## src/rtl/seg7_scan_driver.sv

```systemverilog
// Time-multiplexed NDIG-digit hex driver for a 7-segment display, with a tear-free load/commit handshake.
// Optional feature: define SEG7_LEAD_ZERO_BLANK_EN to blank leading zero digits automatically.
module seg7_scan_driver #(
    parameter int NDIG    = 4,
    parameter int DWELL   = 32,
    parameter bit AN_ACT  = 1'b0,
    parameter bit SEG_ACT = 1'b0
) (
    input  logic              clk,
    input  logic              rst,
    input  logic              load,
    output logic              ready,
    input  logic [4*NDIG-1:0] data_in,
    input  logic [NDIG-1:0]   blank_in,
    output logic [NDIG-1:0]   an,
    output logic [6:0]        seg,
    output logic              frame_start
);
    localparam int IW = $clog2(NDIG);
    localparam int CW = $clog2(DWELL);
    localparam logic [NDIG-1:0] AN_OFF  = {NDIG{~AN_ACT}};
    localparam logic [6:0]      SEG_OFF = {7{~SEG_ACT}};

    logic [CW-1:0]     cnt_reg;
    logic [IW-1:0]     idx_reg;
    logic              pending_reg;
    logic [4*NDIG-1:0] shadow_reg;
    logic [NDIG-1:0]   shadow_blank_reg;
    logic [4*NDIG-1:0] display_reg;
    logic [NDIG-1:0]   display_blank_reg;

    logic            last_cnt;
    logic            last_idx;
    logic            accept;
    logic            commit;
    logic [3:0]      nib [NDIG];
    logic [NDIG-1:0] an_lit;
    logic [NDIG-1:0] auto_blank;
    logic [NDIG-1:0] blank_eff;
    logic [NDIG-1:0] an_next;
    logic [6:0]      seg_lit;

    // Active-high segment pattern {a,b,c,d,e,f,g} for one hex nibble.
    function automatic logic [6:0] hex_lit(input logic [3:0] v);
        case (v)
            4'h0: hex_lit = 7'h7E;
            4'h1: hex_lit = 7'h30;
            4'h2: hex_lit = 7'h6D;
            4'h3: hex_lit = 7'h79;
            4'h4: hex_lit = 7'h33;
            4'h5: hex_lit = 7'h5B;
            4'h6: hex_lit = 7'h5F;
            4'h7: hex_lit = 7'h70;
            4'h8: hex_lit = 7'h7F;
            4'h9: hex_lit = 7'h7B;
            4'hA: hex_lit = 7'h77;
            4'hB: hex_lit = 7'h1F;
            4'hC: hex_lit = 7'h4E;
            4'hD: hex_lit = 7'h3D;
            4'hE: hex_lit = 7'h4F;
            default: hex_lit = 7'h47;
        endcase
    endfunction

    assign last_cnt = (cnt_reg == CW'(DWELL - 1));
    assign last_idx = (idx_reg == IW'(NDIG - 1));
    assign accept   = load & ready;
    assign commit   = last_cnt & last_idx & pending_reg;

    genvar gi;
    generate
        for (gi = 0; gi < NDIG; gi++) begin : g_digit
            assign nib[gi]    = display_reg[4*gi +: 4];
            assign an_lit[gi] = (idx_reg == IW'(gi)) ? AN_ACT : ~AN_ACT;
`ifdef SEG7_LEAD_ZERO_BLANK_EN
            // A digit is a leading zero if it and every digit above it is zero; digit 0 always shows.
            if (gi == 0) begin : g_lz0
                assign auto_blank[gi] = 1'b0;
            end else if (gi == NDIG - 1) begin : g_lztop
                assign auto_blank[gi] = (nib[gi] == 4'h0);
            end else begin : g_lzmid
                assign auto_blank[gi] = (nib[gi] == 4'h0) & auto_blank[gi+1];
            end
`else
            assign auto_blank[gi] = 1'b0;
`endif
        end
    endgenerate

    assign blank_eff = display_blank_reg | auto_blank;
    assign seg_lit   = hex_lit(nib[idx_reg]);

    always_comb begin
        an_next = an_lit;
        if (cnt_reg == '0 || blank_eff[idx_reg]) begin
            an_next = AN_OFF;
        end
    end

    always_ff @(posedge clk) begin
        if (rst) begin
            cnt_reg           <= '0;
            idx_reg           <= '0;
            pending_reg       <= 1'b0;
            shadow_reg        <= '0;
            shadow_blank_reg  <= '0;
            display_reg       <= '0;
            display_blank_reg <= '0;
            an                <= AN_OFF;
            seg               <= SEG_OFF;
            frame_start       <= 1'b0;
            ready             <= 1'b1;
        end else begin
            cnt_reg <= last_cnt ? '0 : cnt_reg + 1'b1;
            if (last_cnt) begin
                idx_reg <= last_idx ? '0 : idx_reg + 1'b1;
            end
            if (commit) begin
                display_reg       <= shadow_reg;
                display_blank_reg <= shadow_blank_reg;
            end
            if (accept) begin
                shadow_reg       <= data_in;
                shadow_blank_reg <= blank_in;
            end
            pending_reg <= accept | (pending_reg & ~commit);
            // Ready returns one edge after the commit, aligned with frame_start.
            ready       <= ~pending_reg & ~accept;
            frame_start <= (cnt_reg == '0) && (idx_reg == '0);
            an          <= an_next;
            seg         <= (cnt_reg == '0) ? SEG_OFF : (SEG_ACT ? seg_lit : ~seg_lit);
        end
    end
endmodule

```

## config.mk

```make
export PLATFORM = sky130hd
export DESIGN_NAME = seg7_scan_driver
export DESIGN_NICKNAME = d
export VERILOG_FILES = /design/src/rtl/seg7_scan_driver.sv
export SDC_FILE = /design/constraint.sdc
export NUM_CORES = 1
export LEC_CHECK = 0
export ABC_CLOCK_PERIOD_IN_PS = 4700
export CAP_MARGIN = 20
export CORE_MARGIN = 4
export CORE_UTILIZATION = 45
export CTS_BUF_LIST = sky130_fd_sc_hd__clkbuf_8 sky130_fd_sc_hd__clkbuf_16
export CTS_CLUSTER_DIAMETER = 50
export DETAILED_ROUTE_END_ITERATION = 6
export DONT_BUFFER_PORTS = 1
export SLEW_MARGIN = 20
export SYNTH_ARGS = -nofsm -noshare
export SYNTH_HDL_FRONTEND = slang
export SYNTH_SLANG_ARGS = --single-unit
```

## constraint.sdc

```tcl
create_clock -name clk -period 4.7 [get_ports clk]
set_clock_uncertainty 0.1 [all_clocks]
set_input_delay 0.705 -clock clk [delete_from_list [all_inputs] [get_ports clk]]
set_output_delay 0.705 -clock clk [all_outputs]
set_load 0.1 [all_outputs]
```

After elaboration in Yosys (flattened, before gate mapping)
Memory sizes are Yosys's and may differ from the RTL's.
Index checks and enable logic that the tools add are counted.
{"block": "word_totals", "mem_count": 1, "regBits": 61, "out_inout_bits": 13, "inputBits": 23, "word_cells": 48, "romBits": 112}
{"block": "op_classes", "order_cmp": 2, "reduce_logical": 7, "addsub": 2, "muxes": 10, "n_eq_ne": 4, "bitwise": 11}
{"name": "(no name shown)", "words": 16, "word_bits": 7, "read_ports": 1, "rd_clocked_by_memory_dff": 0, "wr": 0, "line": "45", "source": "case (v)"}
{"cell": "4-bit binary-select mux with 2-bit select", "count": 1}
{"cell": "4-bit two-way mux", "count": 2}
{"cell": "7-bit inverter", "count": 1}
{"cell": "2-bit OR reduction", "count": 3}
{"cell": "5-bit by 1-bit adder with 5-bit output, second input constant", "count": 1}
{"cell": "1-bit AND", "count": 5}
{"cell": "5-bit equality test, second input constant", "count": 1}
{"cell": "5-bit logical NOT", "count": 1}
{"cell": "1-bit two-way mux", "count": 5}
{"cell": "2-bit equality test, second input constant", "count": 2}
{"cell": "3-bit greater-or-equal comparator, second input constant", "count": 1}
{"cell": "2-bit by 3-bit less-than comparator with 1-bit output, second input constant", "count": 1}
{"cell": "1-bit inverter", "count": 3}
{"cell": "2-bit inverter with 3-bit output", "count": 1}
{"cell": "2-bit by 1-bit adder with 2-bit output, second input constant", "count": 1}
{"cell": "1-bit binary-select mux with 2-bit select", "count": 1}
{"cell": "2-bit by 1-bit equality test with 1-bit output, second input constant", "count": 1}
{"cell": "2-bit logical NOT", "count": 1}
{"cell": "2-bit two-way mux", "count": 1}
{"cell": "1-bit logical AND", "count": 1}
{"cell": "1-bit logical OR", "count": 1}
{"cell": "1-bit OR", "count": 1}

Longest topological paths before layout
{"block": "depth", "depth_word": 6, "depth_mapped": 8, "ltp_nobuf": 6}

Worst setup path after synthesis
Ideal clock, no wire load.
{"block": "synth_timing", "kind": "reg-to-reg", "start": "register idx_reg[0]", "end": "register seg[5]", "stages_incl_launch_ff": 7, "setup_time_ns": 0.138, "required_ns": 4.462, "synth_period_minus_slack_ns": 1.990, "n_path_buf": 1, "slack_ns": 2.710, "arrival_time_ns": 1.752, "path_cell_list": "dfxtp_1 > buf_6 > mux4_1 > inv_1 > ha_1 > o211ai_1 > nand3_1"}
{"block": "synth_between", "elab_chain_cells": 6}
{"element": "start, declared", "line": "25", "source": "logic [IW-1:0] idx_reg;"}
{"element": "start signal, assigned", "line": "116", "source": "idx_reg <= last_idx ? '0 : idx_reg + 1'b1;"}
{"element": "2-bit inverter with 3-bit output (implied by the code)", "line": "91", "source": "assign seg_lit = hex_lit(nib[idx_reg]);"}
{"element": "4-bit binary-select mux with 2-bit select", "line": "91"}
{"element": "4-bit two-way mux (implied by the code) (2 in series)", "line": "91"}
{"element": "memory read 16 x 7 bit"}
{"element": "7-bit inverter", "line": "131", "source": "seg <= (cnt_reg == '0) ? SEG_OFF : (SEG_ACT ? seg_lit : ~seg_lit);"}
{"element": "end signal, assigned", "line": "131"}
{"element": "end, declared", "line": "16", "source": "output logic [6:0] seg,"}
No other way between the ends. The select of a mux whose other input is x is not followed.
A chain may end at the register's enable or synchronous reset.

Final worst setup path
Ends and elaborated chain as after synthesis.

==> load_flow_metrics.sql <==
INSERT INTO impl_metrics (metric_group, metric, value, unit) VALUES
('yosys', 'postSynth.asyncResetShare', '0', ''),
('finish', 'filler_cells_inserted', '511', ''),
('finish', 'final_nets', '307', ''),
('routing', 'wirelength', '4.51', 'mm'),
('routing', 'wl_per_cell', '13.1', 'microns'),
('global_routing', 'antenna_found_initial', '0', ''),
('timing', 'max_freq', '428', 'MHz'),
('clocking', 'ctsLongestPathBuffers', '2', ''),
('placement', 'dp_hpwl', '2.91', 'mm'),
('flow_run', 'timing.max_cap.violations', '0', ''),
('clocking', 'cts_post_setup_buffers_inserted', '0', ''),
('yosys', 'yosysMostFrequentCell', 'nand2_1', ''),
('clocking', 'cts_clk_pin_slew_worst_paths', '60', 'ps'),
('yosys', 'synth_largest_type_area_fraction', '0.494', ''),
('timing', 'final.period_utilization', '0.497', ''),
('pwr', 'leakagePower', '0.952', 'nW'),
('yosys', 'synthTopCellsByCount', '89 x nand2_1, 61 x dfxtp_1, 44 x a21oi_1, 13 x clkbuf_1, 13 x ha_1', ''),
('critical_path', 'cp_top_family', 'multiplexers', ''),
('floorplan', 'pin_count', '36', ''),
('critical_path', 'count_of_buffer_and_inverter_cells_on_the_critical_path', '1', ''),
('yosys', 'synth_largest_area_cell', 'dfxtp_1', ''),
('timing', 'timing.final.setup_violations', '0', ''),
('critical_path', 'worst-endpoint-required', '4790', 'ps'),
('routing', 'drt_first_pass_iters', '4', ''),
('timing', 'rsz0062_at_grt', 'no', ''),
('global_routing', 'grt_pass1_vias', '1651', ''),
('clocking', 'cts-hold-fix-buffers', '0', ''),
('global_routing', 'grt_first_pass_wirelength', '7.69', 'mm'),
('finish', 'num_antenna_cells', '0', ''),
('pwr', 'vdd_drop_max', '239', 'uV'),
('placement', 'detailedPlace.worstSlack', '2370', 'ps'),
('floorplan', 'die-area', '6740', 'sq um'),
('global_routing', 'grt_max_degree', '53', ''),
('global_routing', 'grt_use_total', '0.155', ''),
('floorplan', 'dieWidth', '82.1', 'microns'),
('yosys', 'syn-num-nets', '315', ''),
('routing', 'via_per_inst', '5.15', ''),
('critical_path', 'critical_path_peak_fanout', '10', ''),
('global_routing', 'gr-total-overflow', '0', ''),
('yosys', 'yosys_most_used_dff', 'dfxtp_1', ''),
('routing', 'drc', '0', ''),
('placement', 'globalplace.congestion', '0.787', ''),
('floorplan', 'die_h', '82.1', 'microns'),
('yosys', 'syn-cell-area', '2470', 'sq um'),
('critical_path', 'cp_cell_sequence', 'mux4_1 > inv_1 > ha_1 > o211ai_1 > nand3_1', ''),
('timing', 'worst_pin_slew', '991', 'ps'),
('floorplan', 'core-area', '5200', 'sq um'),
('yosys', 'synth.area.top_cells', 'dfxtp_1 49%, nand2_1 14%, a21oi_1 8.9%, ha_1 6.6%, mux4_1 3.2%', ''),
('clocking', 'cts.htree.levels', '3', ''),
('clocking', 'clock_insertion_delay_at_the_later_pin_of_the_skew_report', '340', 'ps'),
('clocking', 'cts_tree', 'yes', ''),
('finish', 'drive_gt1_frac', '0.0691', ''),
('routing', 'detailedRoute.firstIterationViolations', '65', ''),
('timing', 'timing_max_transition_violations_final', '0', ''),
('status', 'status', 'complete, no violations', ''),
('pwr', 'power_density', '418', 'nW/um^2'),
('yosys', 'postSynthRegisterBits', '61', ''),
('timing', 'tns', '0', 'ps'),
('floorplan', 'std_cell_rows', '26', ''),
('yosys', 'post_synth_inst_count', '279', ''),
('clocking', 'cts.repair.resized', '0', ''),
('critical_path', 'delay_of_the_slowest_cell_on_the_worst_path', '750', 'ps'),
('critical_path', 'critical_path_s_slowest_cell', 'mux4_1', ''),
('timing', 'worst_slew_margin_rel', '0.338', ''),
('critical_path', 'startpoint_type', 'flip-flop', ''),
('timing', 'fin_crit', '2340', 'ps'),
('yosys', 'warnings_from_yosys', '0', ''),
('finish', 'postLayoutCoreUtil', '0.509', ''),
('routing', 'num_vias', '1776', ''),
('floorplan', 'floorplan.initialDensity', '0.475', ''),
('routing', 'drt.antenna.violating_nets', '0', '');
cells in the final DEF, fill, tap and decap left out, drive strengths merged, types with 3 or more instances in the layout:
| cell | synthesis | final |
|---|---|---|
| mux2i | 3 | 3 |
| dfxtp | 61 | 61 |
| nand3 | 4 | 4 |
| clkbuf | 15 | 11 |
| inv | 8 | 8 |
| nor2 | 5 | 5 |
| nand2 | 89 | 89 |
| o221ai | 4 | 4 |
| nor3 | 5 | 5 |
| ha | 13 | 13 |
| mux4 | 5 | 5 |
| a21oi | 44 | 44 |
cell type report:
cell class	count	area, sq um	share of cell area
flip-flops and latches	61	1220	0.461
inverters	8	30.0	0.0113
clock buffers	11	151	0.0571
well taps	70	87.6	0.0330
clock inverters	4	47.5	0.0179
multi-input cells	191	1110	0.420
power by group:
part | switching, mW | internal (mW) | total (mW)
logic | 0.0222 | 0.0147 | 0.0369
registers | 0.0693 | 0.539 | 0.608
clock network | 0.196 | 0.269 | 0.464
final timing paths:
check	slack, ps	from	cells past startpoint	endpoint
setup / recovery	2360	idx_reg[0]	5	seg[5]
hold / removal	330	rst	1	shadow_blank_reg[0]
setup reg to reg	2360	idx_reg[0]	5	seg[5]
hold reg to reg	340	shadow_reg[8]	2	display_reg[8]
routing by layer:
| layer | vias to the layer above | part of all wire | track usage |
|---|---|---|---|
| li1 | 916 | - | - |
| met4 | 0 | 0.014 | 0.0548 |
| met5 | - | 0 | 0 |
| met2 | 40 | 0.47 | 0.242 |
| met3 | 5 | 0.048 | 0.0789 |
| met1 | 815 | 0.47 | 0.181 |
cells by family after synthesis:
family | Yosys count | share of synthesized area
AND/OR/NAND/NOR | 113 | 0.191
multiplexers | 8 | 0.0623
AO/OA/AOI/OAI | 55 | 0.124
adder cells (fa/ha/maj) | 13 | 0.0659
flip-flops | 61 | 0.494
buffers and inverters | 27 | 0.0547
XOR/XNOR | 2 | 0.00709
worst reg2reg max path: stages, from the launching register on:
cell and delay (ps):
dfxtp_1 610, mux4_1 750, inv_1 190, ha_1 270, o211ai_1 180, nand3_1 100
stage by stage:
| step | instance area [sq um] | std cells | hold WS (ps) | power [mW] |
|---|---|---|---|---|
| floorplan | 2470 | 279 | 332 | 0.655 |
| global placement | 2450 | 330 | 336 | 0.656 |
| detailed placement | 2450 | 330 | 341 | 0.657 |
| CTS | 2650 | 345 | 308 | 1.12 |
| global route | 2650 | 345 | 292 | 1.16 |
| finish | 2650 | 345 | 333 | 1.11 |
Power figures use the tool's default switching activity.
